<file path="config.mk">
export PLATFORM = sky130hd
export DESIGN_NAME = seg_dyn_disp
export DESIGN_NICKNAME = d
export VERILOG_FILES = /design/src/rtl/seg_dyn_disp.sv
export SDC_FILE = /design/constraint.sdc
export NUM_CORES = 1
export LEC_CHECK = 0
export CORE_ASPECT_RATIO = 1.25
export CORE_MARGIN = 2
export CORE_UTILIZATION = 34
export CTS_CLUSTER_DIAMETER = 120
export DETAILED_ROUTE_END_ITERATION = 12
export HOLD_SLACK_MARGIN = 0.1
export PLACE_DENSITY_LB_ADDON = 0.2
export REMOVE_ABC_BUFFERS = 1
export SLEW_MARGIN = 15
export SYNTH_ARGS = -nofsm -noshare
export SYNTH_HDL_FRONTEND = slang
export SYNTH_SLANG_ARGS = --single-unit
</file>
<file path="constraint.sdc">
create_clock -name sys_clk -period 3 [get_ports sys_clk]
set_clock_uncertainty 0.2 [all_clocks]
set_input_delay 0.6 -clock sys_clk [delete_from_list [all_inputs] [get_ports sys_clk]]
set_output_delay 0.6 -clock sys_clk [all_outputs]
set_load 0.01 [all_outputs]
</file>
<file path="src/rtl/seg_dyn_disp.sv">
// Six-digit multiplexed 7-segment driver with sequential binary-to-BCD conversion.
// Optional macro SEG_LZB_EN: enables leading-zero blanking and the minus sign.
//
// state | meaning
// IDLE  | wait for a new data value (or the first cycle after reset)
// LOAD  | capture saturated data, clear BCD work register
// SHIFT | 20 shift-add-3 iterations
// DONE  | copy work register into the display BCD register
module seg_dyn_disp #(
  parameter logic [15:0] CNT_MAX = 16'd49_999
) (
  input  logic        sys_clk,
  input  logic        sys_rst_n,
  input  logic [19:0] data,
  input  logic [5:0]  point,
  input  logic        sign,
  input  logic        seg_en,
  output logic [5:0]  sel,
  output logic [7:0]  seg
);

  typedef enum logic [1:0] {IDLE, LOAD, SHIFT, DONE} state_t;

  state_t      state, state_nxt;
  logic [19:0] data_sat;
  logic [19:0] last_data;
  logic [19:0] bin_sr;
  logic [23:0] bcd_work;
  logic [23:0] bcd_adj;
  logic [23:0] bcd_disp;
  logic [4:0]  shift_cnt;
  logic        first_conv;
  logic [15:0] scan_cnt;
  logic [2:0]  idx;
  logic [3:0]  digit;
  logic [7:0]  seg_nxt;

  assign data_sat = (data > 20'd999_999) ? 20'd999_999 : data;

  always_ff @(posedge sys_clk or negedge sys_rst_n) begin
    if (!sys_rst_n) state <= IDLE;
    else            state <= state_nxt;
  end

  always_comb begin
    state_nxt = state;
    case (state)
      IDLE:    if (first_conv || (data != last_data)) state_nxt = LOAD;
      LOAD:    state_nxt = SHIFT;
      SHIFT:   if (shift_cnt == 5'd19) state_nxt = DONE;
      DONE:    state_nxt = IDLE;
      default: state_nxt = IDLE;
    endcase
  end

  always_comb begin
    bcd_adj = bcd_work;
    for (int i = 0; i < 6; i++) begin
      if (bcd_work[4*i +: 4] >= 4'd5) bcd_adj[4*i +: 4] = bcd_work[4*i +: 4] + 4'd3;
    end
  end

  // Only the display register is visible, so it changes once per conversion.
  always_ff @(posedge sys_clk or negedge sys_rst_n) begin
    if (!sys_rst_n) begin
      last_data  <= '0;
      bin_sr     <= '0;
      bcd_work   <= '0;
      bcd_disp   <= '0;
      shift_cnt  <= '0;
      first_conv <= 1'b1;
    end else begin
      case (state)
        LOAD: begin
          bin_sr     <= data_sat;
          last_data  <= data;
          bcd_work   <= '0;
          shift_cnt  <= '0;
          first_conv <= 1'b0;
        end
        SHIFT: begin
          bcd_work  <= {bcd_adj[22:0], bin_sr[19]};
          bin_sr    <= {bin_sr[18:0], 1'b0};
          shift_cnt <= shift_cnt + 5'd1;
        end
        DONE:    bcd_disp <= bcd_work;
        default: ;
      endcase
    end
  end

  always_ff @(posedge sys_clk or negedge sys_rst_n) begin
    if (!sys_rst_n) begin
      scan_cnt <= '0;
      idx      <= '0;
    end else if (scan_cnt == CNT_MAX) begin
      scan_cnt <= '0;
      idx      <= (idx == 3'd5) ? 3'd0 : idx + 3'd1;
    end else begin
      scan_cnt <= scan_cnt + 16'd1;
    end
  end

  function automatic logic [7:0] enc(input logic [3:0] d);
    case (d)
      4'd0: enc = 8'hC0;  4'd1: enc = 8'hF9;
      4'd2: enc = 8'hA4;  4'd3: enc = 8'hB0;
      4'd4: enc = 8'h99;  4'd5: enc = 8'h92;
      4'd6: enc = 8'h82;  4'd7: enc = 8'hF8;
      4'd8: enc = 8'h80;  4'd9: enc = 8'h90;
      default: enc = 8'hFF;
    endcase
  endfunction

  assign digit = bcd_disp[{idx, 2'b00} +: 4];

`ifdef SEG_LZB_EN
  logic [2:0] top;

  // Leftmost digit that must be lit: highest nonzero BCD digit or decimal point.
  always_comb begin
    top = 3'd0;
    for (int i = 0; i < 6; i++) begin
      if ((bcd_disp[4*i +: 4] != 4'd0) || point[i]) top = 3'(i);
    end
  end

  always_comb begin
    seg_nxt = 8'hFF;
    if (idx <= top)                        seg_nxt = enc(digit) & {~point[idx], 7'h7F};
    else if (sign && (idx == top + 3'd1))  seg_nxt = 8'hBF;
  end
`else
  logic sign_unused;
  assign sign_unused = sign;

  always_comb begin
    seg_nxt = enc(digit) & {~point[idx], 7'h7F};
  end
`endif

  always_ff @(posedge sys_clk or negedge sys_rst_n) begin
    if (!sys_rst_n) begin
      sel <= '0;
      seg <= 8'hFF;
    end else if (seg_en) begin
      sel <= 6'd1 << idx;
      seg <= seg_nxt;
    end else begin
      sel <= '0;
      seg <= 8'hFF;
    end
  end

endmodule

</file>
=== Yosys cells after proc, flatten, opt, wreduce, memory -nomap -nowiden ===
Memories as Yosys holds them, arrays and structs flattened.
Cells that the tools add are included.

* Bits in registers: 129
* ROM bits: 112
* Word-level logic and storage cells: 65
* Memories: 1

* Add/sub/neg operators: 9
* Magnitude comparators: 8
* Equal/unequal tests: 9
* Shifts and indexed selects: 2
* Muxes and demuxes: 19
* Bitwise gates (word level): 2
* Reduce and logical (&&, ||, !) cells: 4

{| class="wikitable"
|+ Memories
! memory !! words !! width !! rd ports !! clocked after memory_dff !! wr ports !! RTL line !! text
|-
| (no name shown) || 16 || 7 || 1 || 0 || 0 || 105 || <nowiki>case (d)</nowiki>
|}

{| class="wikitable"
|+ Operators by type and width
! kind !! number
|-
| $pmux W24 S2 || 1
|-
| $pmux W20 S2 || 1
|-
| $ge A4 B3 Y1 const B || 6
|-
| $shiftx A24 B6 Y4 || 1
|-
| $add A4 B2 Y4 const B || 5
|-
| $gt A20 B20 Y1 const B || 1
|-
| $mux W20 || 1
|-
| $mux W4 || 5
|-
| $ne A20 B20 Y1 || 1
|-
| $add A16 B1 Y16 const B || 1
|-
| $eq A16 B16 Y1 const B || 1
|-
| $mux W16 || 1
|-
| $pmux W5 S2 || 1
|-
| $and A8 B8 Y8 || 1
|-
| $mux W8 || 1
|-
| $pmux W2 S4 || 1
|-
| $mux W3 || 2
|-
| $mux W6 || 1
|-
| $shl A1 B3 Y6 const A || 1
|-
| $add A5 B1 Y5 const B || 1
|-
| $eq A5 B5 Y1 const B || 1
|-
| $eq A2 B2 Y1 const B || 2
|-
| $lt A3 B4 Y1 const B || 1
|-
| $mux W2 || 2
|-
| 12 further kinds || 13
|}

=== Logic depth before layout (Yosys ltp) ===
Gate-level depths: netlist of the first run.

* Word-level depth: 5
* Mapped depth: 9

=== Worst setup path after synthesis of the first run ===
Ideal clock, no wire load.

* Path type: input to register
* Start point: in data[11]
* End point: reg state[1]
* Data arrival time: 1,946 ps
* Required time: 2,661 ps
* Setup slack: 715 ps
* Stages: 5
* Buffers on the path: 0
* Cells stage by stage: xnor2_1 > nand4_1 > or4b_4 > and3_1 > or4_1

* Word-level cells in the longest chain between the ends: 4

{| class="wikitable"
|+ Ends and longest elaborated chain
! element !! RTL line !! text
|-
| from (decl) || 14 || <nowiki>input logic [19:0] data,</nowiki>
|-
| $ne A20 B20 Y1 || 48 || <nowiki>IDLE: if (first_conv || (data != last_data)) state_nxt = LOAD;</nowiki>
|-
| $logic_or A1 B1 Y1 || 48 ||
|-
| $ne A2 B2 Y1 (no source line) || - ||
|-
| $reduce_and A2 Y1 (no source line) || - ||
|-
| to (signal assigned) || 42 || <nowiki>else state <= state_nxt;</nowiki>
|-
| to (decl) || 24 || <nowiki>state_t state, state_nxt;</nowiki>
|}

No other way between the ends.
A chain may end at the register's enable or synchronous reset.

=== Final worst setup path of the first run ===
* Start point: in data[0]
* End point: reg state[1]

The elaborated chain is that of the path after synthesis.

==> reports/results.tsv, run 1 <==
stage	metric	value	unit
die	initial core utilization	34.36	%
clock_tree	total clock sinks	129	
synth	async set-or-reset flop fraction in the synthesized netlist	100.0	%
worst_setup_path	Worst R2R Start	idx[1]	
clock_tree	clk buf depth	2	
timing	Fmax	0.3780	GHz
cells_and_area	share of cells above drive strength 1	17.66	%
worst_setup_path	Critical Path Sink Type	register	
synth	register area share after synthesis	50.58	%
die	io pins	44	
clock_tree	CTS tree	built	
cells_and_area	Final Util	41.78	%
power_and_ir_drop	P_leak	3.403	nW
route	Detail Route Antenna Nets	0	
route	Avg WL per Cell	14.00	um
timing	RSZ-0062 raised after global routing	no	
global_routing	global-route wire length before repair	22500	um
worst_hold_path	min-delay src	first_conv	
clock_tree	cts repair resizes	0	
worst_setup_path	startpoint types	input port	
global_routing	largest net degree at the start of global routing	58	
clock_tree	CTS H-Tree Depth	4	
worst_hold_path	Hold Path Depth	1	
synth	Avg Inst Size Synth	10.43	um^2
global_routing	vias in the first global route	4798	
die	Die Y	157.5	um
global_routing	initial antenna violation count	0	
timing	fin crit share	88.18	%
timing	Relative slew margins	57.22	%
worst_setup_path	worst reg2reg path endpoint	seg[1]	
cells_and_area	Area Overhead vs Synth	21.57	%
cells_and_area	antenna diode count	0	
cells_and_area	most frequent cells in the layout	120 x dfrtp_1, 53 x o21ai_0, 49 x mux2_2	
route	WL final	12920	um
power_and_ir_drop	Final Power	6.673	mW
route	initial DRC count	183	
worst_setup_path	Worst EP required	3.08	ns
synth	number of synthesized flops with an enable pin	0	
die	die area	19960	um^2
synth	register bit count reported by yosys	129	
route	DR vias/cell	4.972	
synth	Most used DFF post-synth	dfrtp_1	
route	drc violations	0	
worst_hold_path	Hold WC Path Type	reg2reg	
worst_hold_path	Worst Hold End	first_conv	
clock_tree	CTS Buf Count	17	
timing	max-slew violations	0	
worst_setup_path	Worst Path Arrival	2.72	ns
route	1st-pass router iterations	4	
placed_design	Placer Congestion	0.7700	
power_and_ir_drop	power density cells	857.0	nW/um^2
global_routing	grt ovf	0	
clock_tree	Reg clk slew, reported paths	0.05	ns
synth	cell area after synthesis	6405	um^2
die	Core ar.	18640	um^2
placed_design	IO buf count	42	
job	Max-Cap Viols	0	
clock_tree	worst-skew pair later-pin latency	0.41	ns
placed_design	hpwl dp	8937	um
synth	Yosys cell types	42	
die	die width	126.8	um
synth	Mapped Cells	614	
worst_setup_path	CP Launch Point	data[0]	
global_routing	GRT Total Usage	13.95	%
timing	Fin. Hold Viols	0	
clock_tree	Post-CTS Setup Inserts	0	
worst_setup_path	worst reg2reg setup slack	0.41	ns
timing	Final min period	2.645	ns
route	Via Count	4589	
worst_setup_path	critical path class	in2reg	
worst_setup_path	crit-path max FO	3	
power_and_ir_drop	peak supply drop	0.4591	mV
clock_tree	Clock Tree Root	clkbuf_16	
timing	Slew @ Worst Pin	0.6417	ns
worst_setup_path	R2R depth	8	
synth	Yosys warnings	0	
die	row cnt	56	
run_status	status	finished clean	
cells_and_area	Post-layout nets	735	
timing	Setup violations, final	0	
cells_and_area	leading cell type in the layout, fill and taps excluded	dfrtp_1	
## cell families (layout without fill, tap and decap cells)
logic type / count (synthesis) / in the layout / synth area share [%]
AO/OA/AOI/OAI: 114 / 114 / 9.924
XOR/XNOR: 46 / 46 / 6.290
adder cells (fa/ha/maj): 25 / 25 / 4.884
buffers and inverters: 66 / 143 / 3.926
flip-flops: 129 / 129 / 50.58
multiplexers: 66 / 66 / 11.47
AND/OR/NAND/NOR: 168 / 168 / 12.93
## synth_stat cells (6+ instances only)
| master | instances | share of area (%) |
|---|---|---|
| nand2_1 | 44 | 2.6 |
| ha_1 | 25 | 4.9 |
| nand3b_1 | 6 | 0.70 |
| dfstp_2 | 9 | 3.7 |
| nor3_1 | 16 | 1.3 |
| o22ai_1 | 15 | 1.5 |
| o21ai_0 | 53 | 4.1 |
| mux2_2 | 49 | 8.6 |
| nor2_1 | 42 | 2.5 |
| inv_1 | 40 | 2.3 |
| nand2b_1 | 12 | 1.2 |
| xnor2_1 | 23 | 3.1 |
| and3_1 | 10 | 0.98 |
| dfrtp_1 | 120 | 47 |
| a21oi_1 | 30 | 2.3 |
| nand4_1 | 6 | 0.59 |
| clkbuf_1 | 20 | 1.2 |
| mux2i_1 | 16 | 2.5 |
| nand3_1 | 14 | 1.1 |
| xor2_1 | 23 | 3.1 |
## per-layer routing
metal	GRT usage, %	routed length, um	vias up
met3	3.637	408	10
met2	24.86	6522	68
li1	-	-	2246
met4	4.239	146	0
met5	0	0	-
met1	16.52	5846	2265
## per-stage QoR
stage               hold slack, ns  worst slack (ns)  cell area [um^2]  cells  TNS [ns]
detailed placement          0.2739           -0.1113              7252    892   -0.1113
CTS                         0.2867            0.3137              7786    923         0
floorplan                   0.1044           -0.2369              6304    588    -3.404
global route                0.2955            0.1631              7786    923         0
global placement            0.2752          -0.05192              7252    892  -0.05192
finish                      0.2884            0.3547              7786    923         0
## how the worst max path moves through the flow
stage,endpoint,slack [ns]
after floorplan,bin_sr[10],-0.24
after detailed placement,state[1],-0.11
after global routing,seg[1],0.16
final,state[1],0.35
after global placement,state[1],-0.05
after CTS,state[1],0.31
## area by class of cell
type	count	area (um^2)
fillers	1782	10850
flip-flops and latches	129	3239
multi-input cells	419	2917
repair buffers	73	665.6
clock buffers	24	491.7
well taps	232	290.3
inverters	40	150.1
clock inverters	6	32.53
## worst max-delay path: stages
cell and delay (ns):
clkdlybuf4s50_1 0.46, xor2_1 0.19, nor4_1 0.39, buf_4 0.18, nand4_1 0.15, and3_1 0.23
or4_1 0.52
## registers in the layout, indices dropped and copies added, names as in the netlist
name,cells
scan_cnt,16
idx,3
state,2
last_data,20
seg,8
bcd_disp,24
bin_sr,20
shift_cnt,5
bcd_work,24
sel,6
first_conv,1
## timing repair
action                                  CTS  global route
endpoints found under the setup margin    0             0
endpoints found under the hold margin    19             0
hold buffers                              1             0
## where the power goes
group          internal (mW)  total (mW)  switching [mW]  leakage (nW)
clock                   1.13        1.84           0.714         0.261
sequential              2.23        2.49           0.263          1.64
combinational           1.03        2.34            1.31          1.50
total                   4.38        6.67            2.29          3.40
Power figures use the tool's default switching activity.
==> run 2, diff against run 1 <==
Settings changed: CORE_UTILIZATION 34 to 59, SLEW_MARGIN 15 to 25.
==> run 2 against run 1 <==
Global-route usage increased by 8.5 points. Cell area decreased by 2.2%. First-iteration DRC count is 13% higher. Utilization up 30 points. Setup slack better by 0.11 ns. Sequential power is essentially flat. Routed wire length decreased by 3.7%. Non-clock buffer count shrank 7. Worst hold slack worse by 0.0023 ns. Clock power is essentially flat. Critical path depth unchanged. Total power increased by 0.50%. Critical path type is now reg2reg.
==> reports/results.tsv, run 2 (same netlist as run 1, synthesis figures left out) <==
stage	metric	value	unit	change
cells_and_area	leading cell type in the layout, fill and taps excluded	dfrtp_1		unchanged
clock_tree	worst-skew pair later-pin latency	0.41	ns	about the same
timing	Final min period	2.540	ns	was 2.645 ns
worst_setup_path	startpoint types	register		was input port
placed_design	IO buf count	42		unchanged
timing	fin crit share	84.65	%	was 88.18%
cells_and_area	fin area	7617	um^2	was 7786 um^2
route	WL final	12450	um	was 12920 um
clock_tree	Post-CTS Setup Inserts	0		unchanged
route	drc violations	0		unchanged
global_routing	GRT Total Usage	22.48	%	was 13.95%
timing	RSZ-0062 raised after global routing	no		unchanged
power_and_ir_drop	P_leak	3.366	nW	was 3.403 nW
die	io pins	44		unchanged
placed_design	placed inst area	7074	um^2	was 7252 um^2
placed_design	pre-CTS setup slack	0.06433	ns	was -0.1113 ns
worst_hold_path	Hold WC Path Type	reg2reg		unchanged
global_routing	global-route wire length before repair	21230	um	was 22500 um
power_and_ir_drop	power density cells	880.4	nW/um^2	was 857.0 nW/um^2
timing	Slew @ Worst Pin	0.6077	ns	was 0.6417 ns
route	Detail Route Antenna Nets	0		unchanged
power_and_ir_drop	Seq pwr share	37.3	%	was 37.4%
timing	max-slew violations	0		unchanged
global_routing	vias in the first global route	4694		was 4798
clock_tree	CTS Buf Count	17		unchanged
clock_tree	clk buf depth	2		unchanged
power_and_ir_drop	Sw Share	34.15	%	was 34.34%
die	die area	11710	um^2	was 19960 um^2
die	Core ar.	10560	um^2	was 18640 um^2
route	1st-pass router iterations	4		unchanged
power_and_ir_drop	combinational group share of total power	35.0	%	was 35.1%
run_status	status	finished clean		unchanged
power_and_ir_drop	power share of the clock group	27.7	%	was 27.6%
power_and_ir_drop	peak supply drop	0.5252	mV	was 0.4591 mV
worst_setup_path	Slowest-stage cell, CP	dfrtp_1		was or4_1
route	Via Count	4580		was 4589
die	initial core utilization	60.64	%	was 34.36%
power_and_ir_drop	Sw Pwr	2.290	mW	was 2.291 mW
global_routing	largest net degree at the start of global routing	75		was 58
cells_and_area	antenna diode count	0		unchanged
timing	Fmax	0.3938	GHz	was 0.3780 GHz
worst_setup_path	Crit path buffers/inverters	2		unchanged
worst_setup_path	Most Frequent Cell on Critical Path	inv_1		
global_routing	grt ovf	0		unchanged
placed_design	Placer Congestion	0.7665		was 0.7700
clock_tree	cts-stage hold buffer count	1		unchanged
timing	Setup violations, final	0		unchanged
worst_setup_path	worst-path cell chain	nand2b_1 > o21bai_1 > inv_1 > ha_1 > inv_1 > o21ai_0 > a21bo_2		was clkdlybuf4s50_1 > xor2_1 > nor4_1 > buf_4 > nand4_1 > and3_1 > or4_1
clock_tree	Clock Tree Root	clkbuf_16		unchanged
cells_and_area	share of cells above drive strength 1	16.18	%	was 17.66%
clock_tree	CTS tree	built		unchanged
timing	Relative slew margins	59.49	%	was 57.22%
job	Max-Cap Viols	0		unchanged
cells_and_area	Area Overhead vs Synth	18.93	%	was 21.57%
timing	Fin. Hold Viols	0		unchanged
power_and_ir_drop	Final Power	6.707	mW	was 6.673 mW
cells_and_area	most frequent cells in the layout	120 x dfrtp_1, 53 x o21ai_0, 49 x mux2_2		unchanged
cells_and_area	largest registers	bcd_disp (24), bcd_work (24)		unchanged
worst_setup_path	Worst path top cell family by delay	compound AO/OA/AOI/OAI gates		was simple AND/OR/NAND/NOR gates
route	DR vias/cell	5.599		was 4.972
worst_setup_path	crit-path max FO	15		was 3
worst_setup_path	Worst Path Arrival	2.68	ns	was 2.72 ns
clock_tree	Reg clk slew, reported paths	0.05	ns	about the same
worst_setup_path	crit-path max cell delay	0.59	ns	was 0.52 ns
route	initial DRC count	207		was 183
die	die width	97.19	um	was 126.8 um
clock_tree	cts repair resizes	0		unchanged
cells_and_area	Post-layout nets	728		was 735
route	Avg WL per Cell	15.22	um	was 14.00 um
clock_tree	CTS H-Tree Depth	4		unchanged
worst_setup_path	Worst EP required	3.14	ns	was 3.08 ns
die	row cnt	42		was 56
worst_setup_path	Critical Path Sink Type	register		unchanged
timing	Final WS setup	0.4605	ns	was 0.3547 ns
power_and_ir_drop	internal power	4.417	mW	was 4.382 mW
global_routing	initial antenna violation count	0		unchanged
worst_setup_path	critical path class	reg2reg		was in2reg
placed_design	hpwl dp	8654	um	was 8937 um
die	Die Y	120.5	um	was 157.5 um
clock_tree	total clock sinks	129		unchanged
==> run 2: power by group through the flow <==
| stage | registers (mW) | clock network [mW] | logic [mW] |
|---|---|---|---|
| after floorplan | 2.47 | 0 | 1.64 |
| after global placement | 2.50 | 0 | 2.25 |
| after detailed placement | 2.53 | 0 | 2.35 |
| after CTS | 2.51 | 1.88 | 2.37 |
| after global routing | 2.56 | 1.95 | 2.64 |
| final | 2.50 | 1.86 | 2.35 |
==> run 2: path summary, 6_finish.rpt <==
kind	startpoint	end	slack (ns)	cells past startpoint
worst max-delay path	idx[1]	seg[1]	0.46	7
worst min-delay path	first_conv	first_conv	0.29	1
worst max register to register	idx[1]	seg[1]	0.46	7
worst min register to register	first_conv	first_conv	0.29	1
max in group asynchronous	sys_rst_n	first_conv	1.36	3
min in group asynchronous	sys_rst_n	sel[1]	0.48	2
==> run 2: area by class of cell <==
class / count / area, um^2
Tap cell: 132 / 165.2
Sequential cell: 129 / 3239
Multi-Input combinational cell: 419 / 2917
Timing Repair Buffer: 66 / 613.1
Clock inverter: 1 / 5.005
Clock buffer: 31 / 528.0
Fill cell: 770 / 2945
Inverter: 40 / 150.1
==> run 2: through the flow <==
| step | util (%) | hold WS, ns | instances | setup TNS, ns |
|---|---|---|---|---|
| final | 72.12 | 0.2861 | 818 | 0 |
| after global routing | 72.12 | 0.2927 | 818 | 0 |
| after CTS | 72.12 | 0.2872 | 818 | 0 |
| after detailed placement | 66.97 | 0.2776 | 785 | 0 |
| after global placement | 66.97 | 0.2747 | 785 | 0 |
| after floorplan | - | 0.1044 | 588 | -3.404 |
==> run 2: metal layers <==
| layer | part of all wire [%] | wire (um) | GRT usage [%] |
|---|---|---|---|
| met1 | 42 | 5216 | 26.14 |
| met2 | 53 | 6651 | 40.71 |
| met3 | 3.2 | 396 | 4.393 |
| met4 | 1.5 | 187 | 9.155 |
| met5 | 0 | 0 | 0 |
==> run 2: worst reg2reg max path, stage by stage, from the launching register on <==
cell      delay (ns)
dfrtp_1         0.59
nand2b_1        0.32
o21bai_1        0.46
inv_1           0.17
ha_1            0.32
inv_1           0.07
o21ai_0         0.10
a21bo_2         0.24
